### config.mk
export PLATFORM = sky130hd
export DESIGN_NAME = sqrt_sequencer
export DESIGN_NICKNAME = d
export VERILOG_FILES = /design/src/rtl/sqrt_sequencer.sv
export SDC_FILE = /design/constraint.sdc
export NUM_CORES = 1
export LEC_CHECK = 0
export CORE_ASPECT_RATIO = 1.1
export CORE_UTILIZATION = 40
export DETAILED_ROUTE_END_ITERATION = 16
export PLACE_DENSITY = 0.8
export SETUP_SLACK_MARGIN = 0.05
export SLEW_MARGIN = 10
export SYNTH_ARGS = -nofsm -noshare
export SYNTH_HDL_FRONTEND = slang
export SYNTH_SLANG_ARGS = --single-unit
### constraint.sdc
create_clock -name clk -period 2.08 [get_ports clk]
set_input_delay 0.312 -clock clk [delete_from_list [all_inputs] [get_ports clk]]
set_output_delay 0.312 -clock clk [all_outputs]
set_load 0.02 [all_outputs]
### src/rtl/sqrt_sequencer.sv
// sqrt_sequencer
// Sequencing controller for the iterative square-root datapath. Owns the
// 4-bit state register Q that the downstream output decoder turns into
// register enables, bus selects and AU selects. A run is LOAD, INIT, then
// N_ITER iterations of SHIFT/TRIAL/CMP/(SUB|KEEP)/CNT, then a one-cycle DONE.
//
// Ports
//   clk     in   rising-edge system clock
//   rst_n   in   asynchronous active-low reset
//   start   in   request a new computation (sampled only in IDLE)
//   abort   in   synchronous cancel, honoured in LOAD..CNT
//   ge      in   AU flag: partial remainder >= trial value (sampled in CMP)
//   Q       out  registered state code to the output decoder
//   busy    out  Q != IDLE
//   done    out  Q == DONE, one cycle per completed run
//   iter    out  current iteration index 0..N_ITER-1
//   ge_lat  out  ge captured in CMP (current root bit)
//   err     out  sticky illegal-state flag, cleared by the next accepted start

module sqrt_sequencer #(
  parameter int N_ITER = 8
) (
  input  logic       clk,
  input  logic       rst_n,
  input  logic       start,
  input  logic       abort,
  input  logic       ge,
  output logic [3:0] Q,
  output logic       busy,
  output logic       done,
  output logic [3:0] iter,
  output logic       ge_lat,
  output logic       err
);

  typedef enum logic [3:0] {
    IDLE  = 4'b0000,
    LOAD  = 4'b0001,
    INIT  = 4'b0010,
    SHIFT = 4'b0011,
    TRIAL = 4'b0100,
    CMP   = 4'b0101,
    SUB   = 4'b0110,
    KEEP  = 4'b0111,
    CNT   = 4'b1000,
    DONE  = 4'b1101
  } state_t;

  localparam logic [3:0] LAST = 4'(N_ITER - 1);

  logic [3:0] q_nxt;
  logic [3:0] iter_nxt;
  logic       ge_lat_nxt;
  logic       err_nxt;
  logic       in_run;

  // States in which abort is honoured (LOAD through CNT are contiguous codes).
  assign in_run = (Q >= LOAD) && (Q <= CNT);

  // NOTE: every variable gets its hold value before the case statement, so a
  // path that does not assign it cannot infer a latch.
  always_comb begin
    q_nxt      = Q;
    iter_nxt   = iter;
    ge_lat_nxt = ge_lat;
    err_nxt    = err;

    case (Q)
      IDLE: begin
        if (start) begin
          q_nxt   = LOAD;
          err_nxt = 1'b0;
        end
      end
      LOAD: begin
        q_nxt    = INIT;
        iter_nxt = '0;
      end
      INIT:  q_nxt = SHIFT;
      SHIFT: q_nxt = TRIAL;
      TRIAL: q_nxt = CMP;
      CMP: begin
        q_nxt      = ge ? SUB : KEEP;
        ge_lat_nxt = ge;
      end
      SUB, KEEP: q_nxt = CNT;
      CNT: begin
        if (iter < LAST) begin
          q_nxt    = SHIFT;
          iter_nxt = iter + 4'd1;
        end else begin
          q_nxt = DONE;
        end
      end
      DONE: q_nxt = IDLE;
      default: begin
        // Unreachable codes recover to IDLE and leave a sticky marker.
        q_nxt   = IDLE;
        err_nxt = 1'b1;
      end
    endcase

    // Abort cancels the run without touching the iteration index or root bit.
    if (abort && in_run) begin
      q_nxt      = IDLE;
      iter_nxt   = iter;
      ge_lat_nxt = ge_lat;
    end
  end

  // NOTE: state uses non-blocking assignments so every register samples the
  // pre-edge values, independent of process ordering.
  always_ff @(posedge clk or negedge rst_n) begin
    if (!rst_n) begin
      Q      <= IDLE;
      iter   <= '0;
      ge_lat <= 1'b0;
      err    <= 1'b0;
    end else begin
      Q      <= q_nxt;
      iter   <= iter_nxt;
      ge_lat <= ge_lat_nxt;
      err    <= err_nxt;
    end
  end

  assign busy = (Q != IDLE);
  assign done = (Q == DONE);

endmodule

==> run_summary.xml, run 1 <==
<?xml version="1.0" encoding="UTF-8"?>
<metrics>
  <group name="sta">
    <metric name="tightestPinTransition" unit="ns">0.452</metric>
    <metric name="setup-tns-final" unit="ns">0</metric>
    <metric name="final-hold-violation-count" unit="">0</metric>
    <metric name="post-route-min-period" unit="ns">1.89</metric>
    <metric name="worst_clock_skew" unit="ns">0.00588</metric>
    <metric name="grt_setup_unrepaired" unit="">no</metric>
    <metric name="worst_slew_margin_relative_to_its_limit" unit="">0.698</metric>
    <metric name="fmax" unit="MHz">529</metric>
    <metric name="setup_violations" unit="">0</metric>
    <metric name="final-max-slew-violation-count" unit="">0</metric>
    <metric name="finalCritPeriodShare" unit="">0.908</metric>
  </group>
  <group name="critical_path">
    <metric name="required" unit="ns">1.77</metric>
    <metric name="number_of_cells_on_the_worst_reg_to_reg_path" unit="">4</metric>
    <metric name="regToRegStartpoint" unit="">Q[0]$_DFFE_PN0P_</metric>
    <metric name="timing.reg2reg.setup_slack" unit="ns">0.42</metric>
    <metric name="criticalPathCategory" unit="">reg2out</metric>
    <metric name="r2r_end" unit="">iter[0]$_DFFE_PN0P_</metric>
    <metric name="worst_setup_path_start_kind" unit="">flip-flop</metric>
    <metric name="cp.arrival" unit="ns">1.58</metric>
    <metric name="worst_path_max_delay_cell" unit="">sky130_fd_sc_hd__clkdlybuf4s50_1</metric>
    <metric name="timing.critical_path.cells" unit="">and4b_1, clkdlybuf4s50_1</metric>
    <metric name="critical_path.max_stage_delay" unit="ns">0.59</metric>
    <metric name="path_depth" unit="">2</metric>
    <metric name="critical-path-top-delay-family" unit="">buffers and inverters</metric>
    <metric name="worst_setup_path_end_kind" unit="">output port</metric>
    <metric name="timing.critical_path.fanout_max" unit="">13</metric>
    <metric name="cp_num_buf_inv" unit="">1</metric>
  </group>
  <group name="layout">
    <metric name="area_delta_synth_final" unit="%">35.2</metric>
    <metric name="nets" unit="">87</metric>
    <metric name="drive_gt1_frac" unit="">0.125</metric>
    <metric name="antenna_cells" unit="">0</metric>
  </group>
  <group name="die">
    <metric name="floorplan_die_height" unit="um">41.8</metric>
    <metric name="fp.dieArea" unit="um^2">1590</metric>
    <metric name="start_util" unit="">0.460</metric>
    <metric name="fp-row-count" unit="">13</metric>
    <metric name="die_width" unit="um">38.2</metric>
    <metric name="floorplan.io_pins" unit="">17</metric>
    <metric name="core-area" unit="um^2">1250</metric>
  </group>
  <group name="pwr">
    <metric name="clkPwrFrac" unit="">0.215</metric>
    <metric name="total_leakage_power" unit="nW">0.324</metric>
    <metric name="internal_power" unit="mW">0.501</metric>
    <metric name="total_power" unit="mW">0.806</metric>
    <metric name="switching_share" unit="">0.378</metric>
    <metric name="ir_drop" unit="mV">0.569</metric>
    <metric name="power.sequential.fraction" unit="">0.358</metric>
    <metric name="combPwrFrac" unit="">0.426</metric>
    <metric name="power.density" unit="nW/um^2">1040</metric>
    <metric name="switching_power" unit="mW">0.305</metric>
  </group>
  <group name="synth">
    <metric name="synth_warnings" unit="">0</metric>
    <metric name="synth_cell_type_count" unit="">28</metric>
    <metric name="syn_avg_cell_area" unit="um^2">8.99</metric>
    <metric name="postSynthRegisterBits" unit="">10</metric>
    <metric name="number_of_standard_cells_after_synthesis" unit="">64</metric>
    <metric name="synthesis.area" unit="um^2">576</metric>
    <metric name="synthesis.nets" unit="">70</metric>
    <metric name="synth_sequential_area_ratio" unit="">0.435</metric>
    <metric name="ys_dominant_reg_cell" unit="">sky130_fd_sc_hd__dfrtp_1</metric>
    <metric name="synth_async_sr_flop_share" unit="">1.00</metric>
    <metric name="count_of_flip_flops_with_a_built_in_enable_after_synthesis" unit="">0</metric>
  </group>
  <group name="cts">
    <metric name="cts_root_buf" unit="">sky130_fd_sc_hd__clkbuf_4</metric>
    <metric name="post_cts_hold_buffer_count" unit="">0</metric>
    <metric name="clkTransAtPathRegs" unit="ns">0.07</metric>
    <metric name="cts.path.max_buffers" unit="">2</metric>
    <metric name="post_cts_buffers" unit="">0</metric>
    <metric name="cts_num_sinks" unit="">10</metric>
    <metric name="clk-insertion-delay-late" unit="ns">0.27</metric>
    <metric name="number_of_cts_inserted_buffers" unit="">3</metric>
    <metric name="h-tree-depth" unit="">1</metric>
    <metric name="cts_tree" unit="">yes</metric>
  </group>
  <group name="min_path">
    <metric name="min_path_type" unit="">in2async</metric>
  </group>
  <group name="outcome">
    <metric name="result_of_the_run" unit="">finished, final reports clean</metric>
  </group>
  <group name="grt">
    <metric name="grt-ovfl-total" unit="">0</metric>
    <metric name="grt_max_degree" unit="">14</metric>
    <metric name="antenna_violations_before_repair" unit="">0</metric>
    <metric name="grt_usage" unit="">0.188</metric>
    <metric name="global_route_wire_length_before_repair" unit="um">2120</metric>
    <metric name="grt_pass1_vias" unit="">488</metric>
  </group>
  <group name="route">
    <metric name="drtAntennaViolNets" unit="">0</metric>
    <metric name="post-route-drc-count" unit="">0</metric>
    <metric name="count_of_routing_violations_after_the_opening_detailed_route_iteration" unit="">16</metric>
    <metric name="routed-via-count" unit="">537</metric>
    <metric name="routed_length_per_placed_instance" unit="um">13.2</metric>
    <metric name="wirelength" unit="um">1260</metric>
    <metric name="via_per_inst" unit="">5.65</metric>
    <metric name="drt_pre_antenna_iters" unit="">4</metric>
  </group>
  <group name="flow_run">
    <metric name="maxcap_violations" unit="">0</metric>
  </group>
  <group name="placed_design">
    <metric name="buffer_ports.inserted" unit="">16</metric>
    <metric name="dpl.hpwl" unit="um">898</metric>
    <metric name="globalplace.congestion" unit="">0.799</metric>
  </group>
</metrics>
-- sequential cells by signal (all words and copies together) (netlist names) --
name    count
Q           4
err         1
ge_lat      1
iter        4
-- metal layers --
layer  GRT usage  share of wire  vias up
li1            -              -      265
met1       0.249           0.47      256
met2       0.268           0.47       12
met3      0.0802          0.052        4
met4      0.0643          0.013        0
met5           0              0        -
-- logic make-up after synthesis --
kind of cell    count (synthesis)  share of synthesized area
buf+inv                         8                     0.0609
simple gates                   27                      0.261
compound gates                 15                      0.167
mux                             2                     0.0391
flops                          10                      0.435
fa+ha+maj                       1                     0.0217
xor+xnor                        1                     0.0152
-- cell usage after synthesis, types with 2 or more instances --
cell                       instances  area, um^2
sky130_fd_sc_hd__nor2_1            9        33.8
sky130_fd_sc_hd__nand2_1           2        7.51
sky130_fd_sc_hd__a21oi_1           6        30.0
sky130_fd_sc_hd__dfrtp_1          10         250
sky130_fd_sc_hd__nand2b_1          3        18.8
sky130_fd_sc_hd__a31oi_1           2        12.5
sky130_fd_sc_hd__clkbuf_1          3        11.3
sky130_fd_sc_hd__mux2_2            2        22.5
sky130_fd_sc_hd__nor4b_1           2        17.5
sky130_fd_sc_hd__nor3_1            5        25.0
sky130_fd_sc_hd__inv_1             3        11.3
-- power groups by stage --
stage | Combinational, mW | Clock (mW) | Sequential, mW
floorplan | 0.201 | 0 | 0.289
global placement | 0.336 | 0 | 0.287
global route | 0.373 | 0.188 | 0.295
detailed placement | 0.342 | 0 | 0.290
CTS | 0.344 | 0.180 | 0.287
finish | 0.343 | 0.174 | 0.289
-- cell type report --
cell class              instances  area, um^2
fillers                        96         474
well taps                      15        18.8
repair buffers                 17         168
flip-flops and latches         10         254
clock buffers                   4        36.3
inverters                       3        11.3
multi-input cells              46         290
-- stage by stage --
step | area [um^2] | worst slack [ns] | util | std cells | hold slack, ns
2_1_floorplan | 576 | 0.490 | - | 64 | 0.0164
3_3_place_gp | 738 | 0.323 | 0.589 | 91 | 0.515
3_5_place_dp | 738 | 0.290 | 0.589 | 91 | 0.518
4_1_cts | 774 | 0.0609 | 0.618 | 95 | 0.364
5_1_grt | 778 | 0.134 | 0.621 | 95 | 0.382
6_report | 778 | 0.191 | 0.621 | 95 | 0.355
-- placed cells by master (no fill, tap or decap), drive strengths merged --
cell and count:
a21oi 6, or4b 1, inv 3, nand4b 1, nand3 1, dfrtp 10, nor3b 1, buf 1
a31oi 2, nor2 9, ha 1, clkdlybuf4s50 16, o32a 1, o22a 1, o22ai 1, nor3 5
a22o 1, xnor2 1, nand2 2, clkbuf 4, mux2 2, and4b 1, o21ai 1, a211oi 1
a21o 1, nand2b 3, nor4 1, nor4b 2
-- how the worst max path moves through the flow --
stage,from,endpoint,slack [ns]
global route,Q[3]$_DFFE_PN0P_,done,0.13
global placement,abort,iter[0]$_DFFE_PN0P_,0.32
floorplan,Q[2]$_DFFE_PN0P_,ge_lat$_DFFE_PN0P_,0.49
detailed placement,abort,iter[0]$_DFFE_PN0P_,0.29
CTS,Q[0]$_DFFE_PN0P_,done,0.06
finish,Q[3]$_DFFE_PN0P_,done,0.19
-- timing repair --
item	in CTS	in global routing
resized for setup	0	3
setup endpoints to repair	0	2
hold endpoints to repair	0	0
Note: power is estimated with default switching activity, not from simulation.
==> run 2, diff against run 1 <==
--- a/config.mk
+++ b/config.mk
@@ -5,6 +5,7 @@
 export SDC_FILE = /design/constraint.sdc
 export NUM_CORES = 1
 export LEC_CHECK = 0
+export CAP_MARGIN = 10
 export CORE_ASPECT_RATIO = 1.1
 export CORE_UTILIZATION = 40
 export DETAILED_ROUTE_END_ITERATION = 16
==> results of run 2 <==
Same layout as run 1: the final DEF is identical, and so are final timing and power.
==> run 3, diff against run 2 <==
--- a/config.mk
+++ b/config.mk
@@ -9,7 +9,8 @@
 export CORE_ASPECT_RATIO = 1.1
 export CORE_UTILIZATION = 40
 export DETAILED_ROUTE_END_ITERATION = 16
-export PLACE_DENSITY = 0.8
+export DONT_BUFFER_PORTS = 1
+export PLACE_DENSITY = 0.65
 export SETUP_SLACK_MARGIN = 0.05
 export SLEW_MARGIN = 10
 export SYNTH_ARGS = -nofsm -noshare
==> run 3 against run 2 <==
Compared with the run above: first-iteration DRC count is 63% lower; total power decreased by 10%; register-to-register slack worse by 0.02 ns; sequential share of layout area increased by 6.0 points; clock-buffer cell count unchanged; largest power group is now registers.
==> run_summary.xml, run 3 (synthesized netlist as in run 1, its figures left out) <==
<?xml version="1.0" encoding="UTF-8"?>
<metrics>
  <group name="critical_path">
    <metric name="critical-path-top-delay-family" unit="">simple AND/OR/NAND/NOR gates</metric>
    <metric name="worst_path_max_delay_cell" unit="">sky130_fd_sc_hd__or4b_1</metric>
    <metric name="worst_setup_path_end_kind" unit="">flip-flop</metric>
    <metric name="timing.critical_path.fanout_max" unit="">6</metric>
    <metric name="cp_num_buf_inv" unit="">0</metric>
    <metric name="cp.arrival" unit="ns">1.89</metric>
    <metric name="required" unit="ns">2.28</metric>
    <metric name="timing.reg2reg.setup_slack" unit="ns">0.40</metric>
    <metric name="number_of_cells_on_the_worst_reg_to_reg_path" unit="">4</metric>
    <metric name="criticalPathCategory" unit="">reg2reg</metric>
    <metric name="worst_setup_path_start_kind" unit="">flip-flop</metric>
    <metric name="regToRegStartpoint" unit="">Q[1]$_DFFE_PN0P_</metric>
    <metric name="path_depth" unit="">4</metric>
    <metric name="timing.critical_path.cells" unit="">or4b_1, nand2b_1, nand2_1, mux2_2</metric>
    <metric name="r2r_end" unit="">iter[0]$_DFFE_PN0P_</metric>
    <metric name="critical_path.max_stage_delay" unit="ns">0.67</metric>
  </group>
  <group name="placed_design">
    <metric name="placed_area" unit="um^2">601</metric>
    <metric name="buffer_ports.inserted" unit="">0</metric>
    <metric name="dpl.hpwl" unit="um">844</metric>
    <metric name="globalplace.congestion" unit="">0.784</metric>
  </group>
  <group name="flow_run">
    <metric name="maxcap_violations" unit="">0</metric>
  </group>
  <group name="layout">
    <metric name="reg.largest.list" unit="">Q x4, iter x4</metric>
    <metric name="drive_gt1_frac" unit="">0.147</metric>
    <metric name="nets" unit="">75</metric>
    <metric name="post-route-cell-area" unit="um^2">647</metric>
    <metric name="mostFrequentLayoutCell" unit="">sky130_fd_sc_hd__dfrtp_1</metric>
    <metric name="antenna_cells" unit="">0</metric>
    <metric name="n_fill_cell" unit="">117</metric>
    <metric name="area_delta_synth_final" unit="%">12.4</metric>
    <metric name="layout.cells.most_common_list" unit="">sky130_fd_sc_hd__dfrtp_1, sky130_fd_sc_hd__nor2_1, sky130_fd_sc_hd__a21oi_1, sky130_fd_sc_hd__nor3_1, sky130_fd_sc_hd__buf_4</metric>
  </group>
  <group name="die">
    <metric name="start_util" unit="">0.460</metric>
    <metric name="fp-row-count" unit="">13</metric>
    <metric name="floorplan.io_pins" unit="">17</metric>
    <metric name="die_width" unit="um">38.2</metric>
    <metric name="core-area" unit="um^2">1250</metric>
    <metric name="floorplan_die_height" unit="um">41.8</metric>
    <metric name="fp.dieArea" unit="um^2">1590</metric>
  </group>
  <group name="pwr">
    <metric name="total_leakage_power" unit="nW">0.292</metric>
    <metric name="internal_power" unit="mW">0.436</metric>
    <metric name="combPwrFrac" unit="">0.358</metric>
    <metric name="switching_power" unit="mW">0.288</metric>
    <metric name="clkPwrFrac" unit="">0.236</metric>
    <metric name="ir_drop" unit="mV">0.599</metric>
    <metric name="power.sequential.fraction" unit="">0.406</metric>
    <metric name="switching_share" unit="">0.398</metric>
    <metric name="power.density" unit="nW/um^2">1120</metric>
  </group>
  <group name="cts">
    <metric name="clkTransAtPathRegs" unit="ns">0.06</metric>
    <metric name="h-tree-depth" unit="">1</metric>
    <metric name="cts_tree" unit="">yes</metric>
    <metric name="post_cts_buffers" unit="">0</metric>
    <metric name="cts_root_buf" unit="">sky130_fd_sc_hd__clkbuf_4</metric>
    <metric name="post_cts_hold_buffer_count" unit="">1</metric>
    <metric name="clk-insertion-delay-late" unit="ns">0.27</metric>
    <metric name="cts.path.max_buffers" unit="">2</metric>
    <metric name="post_cts_sizing_count" unit="">0</metric>
    <metric name="number_of_cts_inserted_buffers" unit="">3</metric>
    <metric name="cts_num_sinks" unit="">10</metric>
  </group>
  <group name="min_path">
    <metric name="hold-path-endpoint" unit="">ge_lat$_DFFE_PN0P_</metric>
    <metric name="holdPathStages" unit="">1</metric>
    <metric name="min_path_type" unit="">in2reg</metric>
    <metric name="worstHoldStart" unit="">ge</metric>
  </group>
  <group name="grt">
    <metric name="grt_usage" unit="">0.161</metric>
    <metric name="global_route_wire_length_before_repair" unit="um">1820</metric>
    <metric name="antenna_violations_before_repair" unit="">0</metric>
    <metric name="grt_max_degree" unit="">12</metric>
    <metric name="grt_pass1_vias" unit="">417</metric>
    <metric name="grt-ovfl-total" unit="">0</metric>
  </group>
  <group name="sta">
    <metric name="tightestPinTransition" unit="ns">0.460</metric>
    <metric name="fmax" unit="MHz">595</metric>
    <metric name="final-max-slew-violation-count" unit="">0</metric>
    <metric name="final-hold-violation-count" unit="">0</metric>
    <metric name="finalCritPeriodShare" unit="">0.808</metric>
    <metric name="worst_slew_margin_relative_to_its_limit" unit="">0.691</metric>
    <metric name="grt_setup_unrepaired" unit="">no</metric>
    <metric name="setup-tns-final" unit="ns">0</metric>
    <metric name="post-route-min-period" unit="ns">1.68</metric>
    <metric name="setup_violations" unit="">0</metric>
    <metric name="worst_clock_skew" unit="ns">0.00495</metric>
  </group>
  <group name="route">
    <metric name="dr_wl_met2" unit="um">492</metric>
    <metric name="post-route-drc-count" unit="">0</metric>
    <metric name="routed-via-count" unit="">469</metric>
    <metric name="wl_met3" unit="um">106</metric>
    <metric name="via_per_inst" unit="">5.65</metric>
    <metric name="routed_length_per_placed_instance" unit="um">13.4</metric>
    <metric name="drt_pre_antenna_iters" unit="">4</metric>
    <metric name="wirelength_met1" unit="um">504</metric>
    <metric name="count_of_routing_violations_after_the_opening_detailed_route_iteration" unit="">6</metric>
    <metric name="wirelength" unit="um">1110</metric>
    <metric name="drtAntennaViolNets" unit="">0</metric>
    <metric name="dr.max_layer_used" unit="">met4</metric>
  </group>
  <group name="outcome">
    <metric name="result_of_the_run" unit="">finished, final reports clean</metric>
  </group>
</metrics>
[run 3: cell type report]
class	count	area (um^2)	share of cell area
Clock buffer	4	36.3	0.0561
Inverter	3	11.3	0.0174
Multi-Input combinational cell	46	290	0.449
Sequential cell	10	250	0.387
Tap cell	15	18.8	0.0290
Timing Repair Buffer	5	40.0	0.0619
[run 3: per-layer routing]
| layer | vias up | global-route usage |
|---|---|---|
| li1 | 242 | - |
| met1 | 208 | 0.219 |
| met2 | 17 | 0.207 |
| met3 | 2 | 0.107 |
| met4 | 0 | 0.0429 |
| met5 | - | 0 |
[run 3: worst reg2reg max path, delay by kind of cell, from the launching register on]
kind             cells  cell delay, ns
AND/OR/NAND/NOR      3            0.99
flip-flops           1            0.49
multiplexers         1            0.14
[run 3: worst max path at each step]
stage	start	end	slack (ns)
6_report	Q[1]$_DFFE_PN0P_	iter[0]$_DFFE_PN0P_	0.40
3_3_place_gp	Q[1]$_DFFE_PN0P_	iter[0]$_DFFE_PN0P_	0.44
5_1_grt	Q[1]$_DFFE_PN0P_	iter[1]$_DFFE_PN0P_	0.31
2_1_floorplan	Q[2]$_DFFE_PN0P_	ge_lat$_DFFE_PN0P_	0.49
3_5_place_dp	Q[1]$_DFFE_PN0P_	iter[0]$_DFFE_PN0P_	0.42
4_1_cts	Q[1]$_DFFE_PN0P_	done	0.40
[run 3: through the flow]
step / cells / worst slack (ns) / hold WS [ns] / util / power, mW
finish: 83 / 0.399 / 0.199 / 0.516 / 0.725
CTS: 83 / 0.401 / 0.190 / 0.516 / 0.730
global route: 83 / 0.314 / 0.188 / 0.516 / 0.780
global placement: 78 / 0.442 / 0.0166 / 0.480 / 0.550
detailed placement: 78 / 0.423 / 0.0166 / 0.480 / 0.552
floorplan: 64 / 0.490 / 0.0164 / - / 0.490
[run 3: power groups by stage]
stage,clock network (mW),registers [mW],logic [mW]
6_report,0.171,0.294,0.259
5_1_grt,0.189,0.301,0.290
4_1_cts,0.175,0.294,0.260
3_5_place_dp,0,0.298,0.255
3_3_place_gp,0,0.296,0.253
2_1_floorplan,0,0.289,0.201
==> edit, RTL diff (config.mk and constraints of run 3) <==
Add an input register stage for `start`, `abort` and `ge`, with the module's reset; this delays them by one clock.
--- a/src/rtl/sqrt_sequencer.sv
+++ b/src/rtl/sqrt_sequencer.sv
@@ -49,4 +49,20 @@
   localparam logic [3:0] LAST = 4'(N_ITER - 1);
 
+  logic start_q;
+  logic abort_q;
+  logic ge_q;
+
+  always_ff @(posedge clk or negedge rst_n) begin
+    if (!rst_n) begin
+      start_q <= '0;
+      abort_q <= '0;
+      ge_q    <= '0;
+    end else begin
+      start_q <= start;
+      abort_q <= abort;
+      ge_q    <= ge;
+    end
+  end
+
   logic [3:0] q_nxt;
   logic [3:0] iter_nxt;
@@ -68,5 +84,5 @@
     case (Q)
       IDLE: begin
-        if (start) begin
+        if (start_q) begin
           q_nxt   = LOAD;
           err_nxt = 1'b0;
@@ -81,6 +97,6 @@
       TRIAL: q_nxt = CMP;
       CMP: begin
-        q_nxt      = ge ? SUB : KEEP;
-        ge_lat_nxt = ge;
+        q_nxt      = ge_q ? SUB : KEEP;
+        ge_lat_nxt = ge_q;
       end
       SUB, KEEP: q_nxt = CNT;
@@ -102,5 +118,5 @@
 
     // Abort cancels the run without touching the iteration index or root bit.
-    if (abort && in_run) begin
+    if (abort_q && in_run) begin
       q_nxt      = IDLE;
       iter_nxt   = iter;
Behaviour: not the same (a bounded check fails within 4 cycles, from zero or initial values and one cycle with rst_n low).
==> edit against run 3 <==
Synthesized cell count rose by 14%. Cell area is 18% higher. Largest power group unchanged. Die area up 22%. Count of clock-buffer cells in the layout stayed put. Area after synthesis grew 23%. Via count grew 22%. Routed wire length is 29% higher. Power up 5.7%. Sequential power is 22% higher. Worst setup slack got worse by 0.055 ns. Sequential cell count increased by 3.
==> edit: results (changes against run 3) <==
* Async set-reset flop share out of synthesis at 100% (unchanged)
* Status: finished, final reports clean
* Biggest regs: Q x4, iter x4
* Initial Util at 43.9% (-2.1 points)
* Delay of the slowest cell on the worst path at 0.53 ns (-0.14 ns)
* Layout Nets at 84 (+12%)
* Longest Clk Path Bufs at 2 (unchanged)
* Peak VDD IR at 0.000527 V (-12%)
* Post-place setup slack at 0.475 ns (+0.0527 ns)
* Leak at 0.333 nW (+14%)
* Sw Ratio at 40.1% (+0.36 points)
* Psw at 0.307 mW (+6.6%)
* CTS root buf: clkbuf_4
* First-pass GRT wire length at 2270 µm (+25%)
* Post-Synthesis Cells at 73 (+14%)
* # H-tree levels at 1 (unchanged)
* Slowest stage cell, crit path: dfrtp_1
* Synth warnings at 0 (unchanged)
* Synth top area cells: dfrtp_1 (46%), o21ai_0 (4.9%), nand2_1 (3.2%)
* CP top delay family: flip-flops
* Placer Congestion at 0.812 (+3.5%)
* Worst-Skew Late Latency at 0.28 ns
* Non-filler cells, final at 94 (+13%)
* Clock slew at reported path FFs at 0.08 ns (+0.02 ns)
* Post-synth net total at 79 (+13%)
* First-pass DRT Iterations at 4 (unchanged)
* Most frequent cells after synthesis: dfrtp_1 (13), o21ai_0 (7), nand2_1 (6)
* FF-to-FF path depth at 3 (-1)
* Slew headroom at 59.3% (-9.7 points)
* Netlist cell types at 36 (+29%)
* Vias post-DR at 574 (+22%)
* Crit-path max FO at 10 (+4)
* Largest net degree at the start of global routing at 17 (+5)
* Clock Skews at 0.00493 ns (-0.0000155 ns)
* Tot GR Track Use at 16.2% (+0.11 points)
* Placed cell area at 724 µm² (+21%)
* P_clk at 0.159 mW (-7%)
* DR WL/cell at 15.2 µm (+14%)
* Vias in the first global route at 494 (+18%)
* Post-DP HPWL at 963 µm (+14%)
* Power share of the sequential group at 46.8% (+6.2 points)
* # port buffers at 0 (unchanged)
* Data arrival, critical path at 1.42 ns (-0.47 ns)
* Layout cell share with drive strength beyond 1 at 13.0% (-1.7 points)
* Hold WC Path Type: in2reg
* Initial antenna violation count at 0 (unchanged)
* Placed Cells at 89 (+14%)
* Sequential share of the synthesized area at 45.9% (+2.5 points)
* Drt initial violations at 11 (+5)
* Hold depth at 0 (-1)
* TritonCTS buffer count at 3 (unchanged)
* Ant. Diodes at 0 (unchanged)
edit: changes by cell type after synthesis, sizes merged, moves of 2 or more:
| cell | delta |
|---|---|
| nand2b | -2 |
| o21ai | +7 |
| dfrtp | +3 |
| nand2 | +4 |
| and2 | +2 |
| nor3 | -2 |
| clkbuf | -2 |
| nor2 | -3 |
edit: path summary, 6_finish.rpt:
| path | startpoint | endpoint | slack (ns) |
|---|---|---|---|
| min in group asynchronous | rst_n | err$_DFFE_PN0P_ | 0.48 |
| hold / removal | start | start_q$_DFF_PN0_ | 0.05 |
| hold reg to reg | ge_q$_DFF_PN0_ | ge_lat$_DFFE_PN0P_ | 0.52 |
| setup / recovery | Q[1]$_DFFE_PN0P_ | done | 0.34 |
| max in group asynchronous | rst_n | iter[1]$_DFFE_PN0P_ | 1.21 |
| setup reg to reg | Q[2]$_DFFE_PN0P_ | ge_lat$_DFFE_PN0P_ | 0.44 |
edit: cell families (layout without fill, tap and decap cells):
kind of cell / Yosys count / in the layout / synth area share [%]
buffers and inverters: 6 / 10 / 4.95
AO/OA/AOI/OAI: 24 / 24 / 22.8
AND/OR/NAND/NOR: 28 / 28 / 23.0
adder cells (fa/ha/maj): 1 / 1 / 1.77
flip-flops: 13 / 13 / 45.9
multiplexers: 1 / 1 / 1.59
edit: layout make-up:
type	count	area, µm²
fillers	159	853
clock buffers	4	26.3
flip-flops and latches	13	325
inverters	2	7.51
multi-input cells	54	348
repair buffers	4	32.5
well taps	17	21.3
edit: layer usage:
layer	GRT usage, %	wire [µm]	vias to the layer above
met4	5.63	13	0
met5	0	0	-
met1	20.1	646	275
met2	26.3	694	17
li1	-	-	280
met3	6.27	73	2
edit: repair_timing:
action | 4_1_cts | 5_1_grt
gates resized for setup | 0 | 0
buffers inserted | 0 | 0
hold buffers | 1 | 0
hold endpoints to repair | 13 | 0
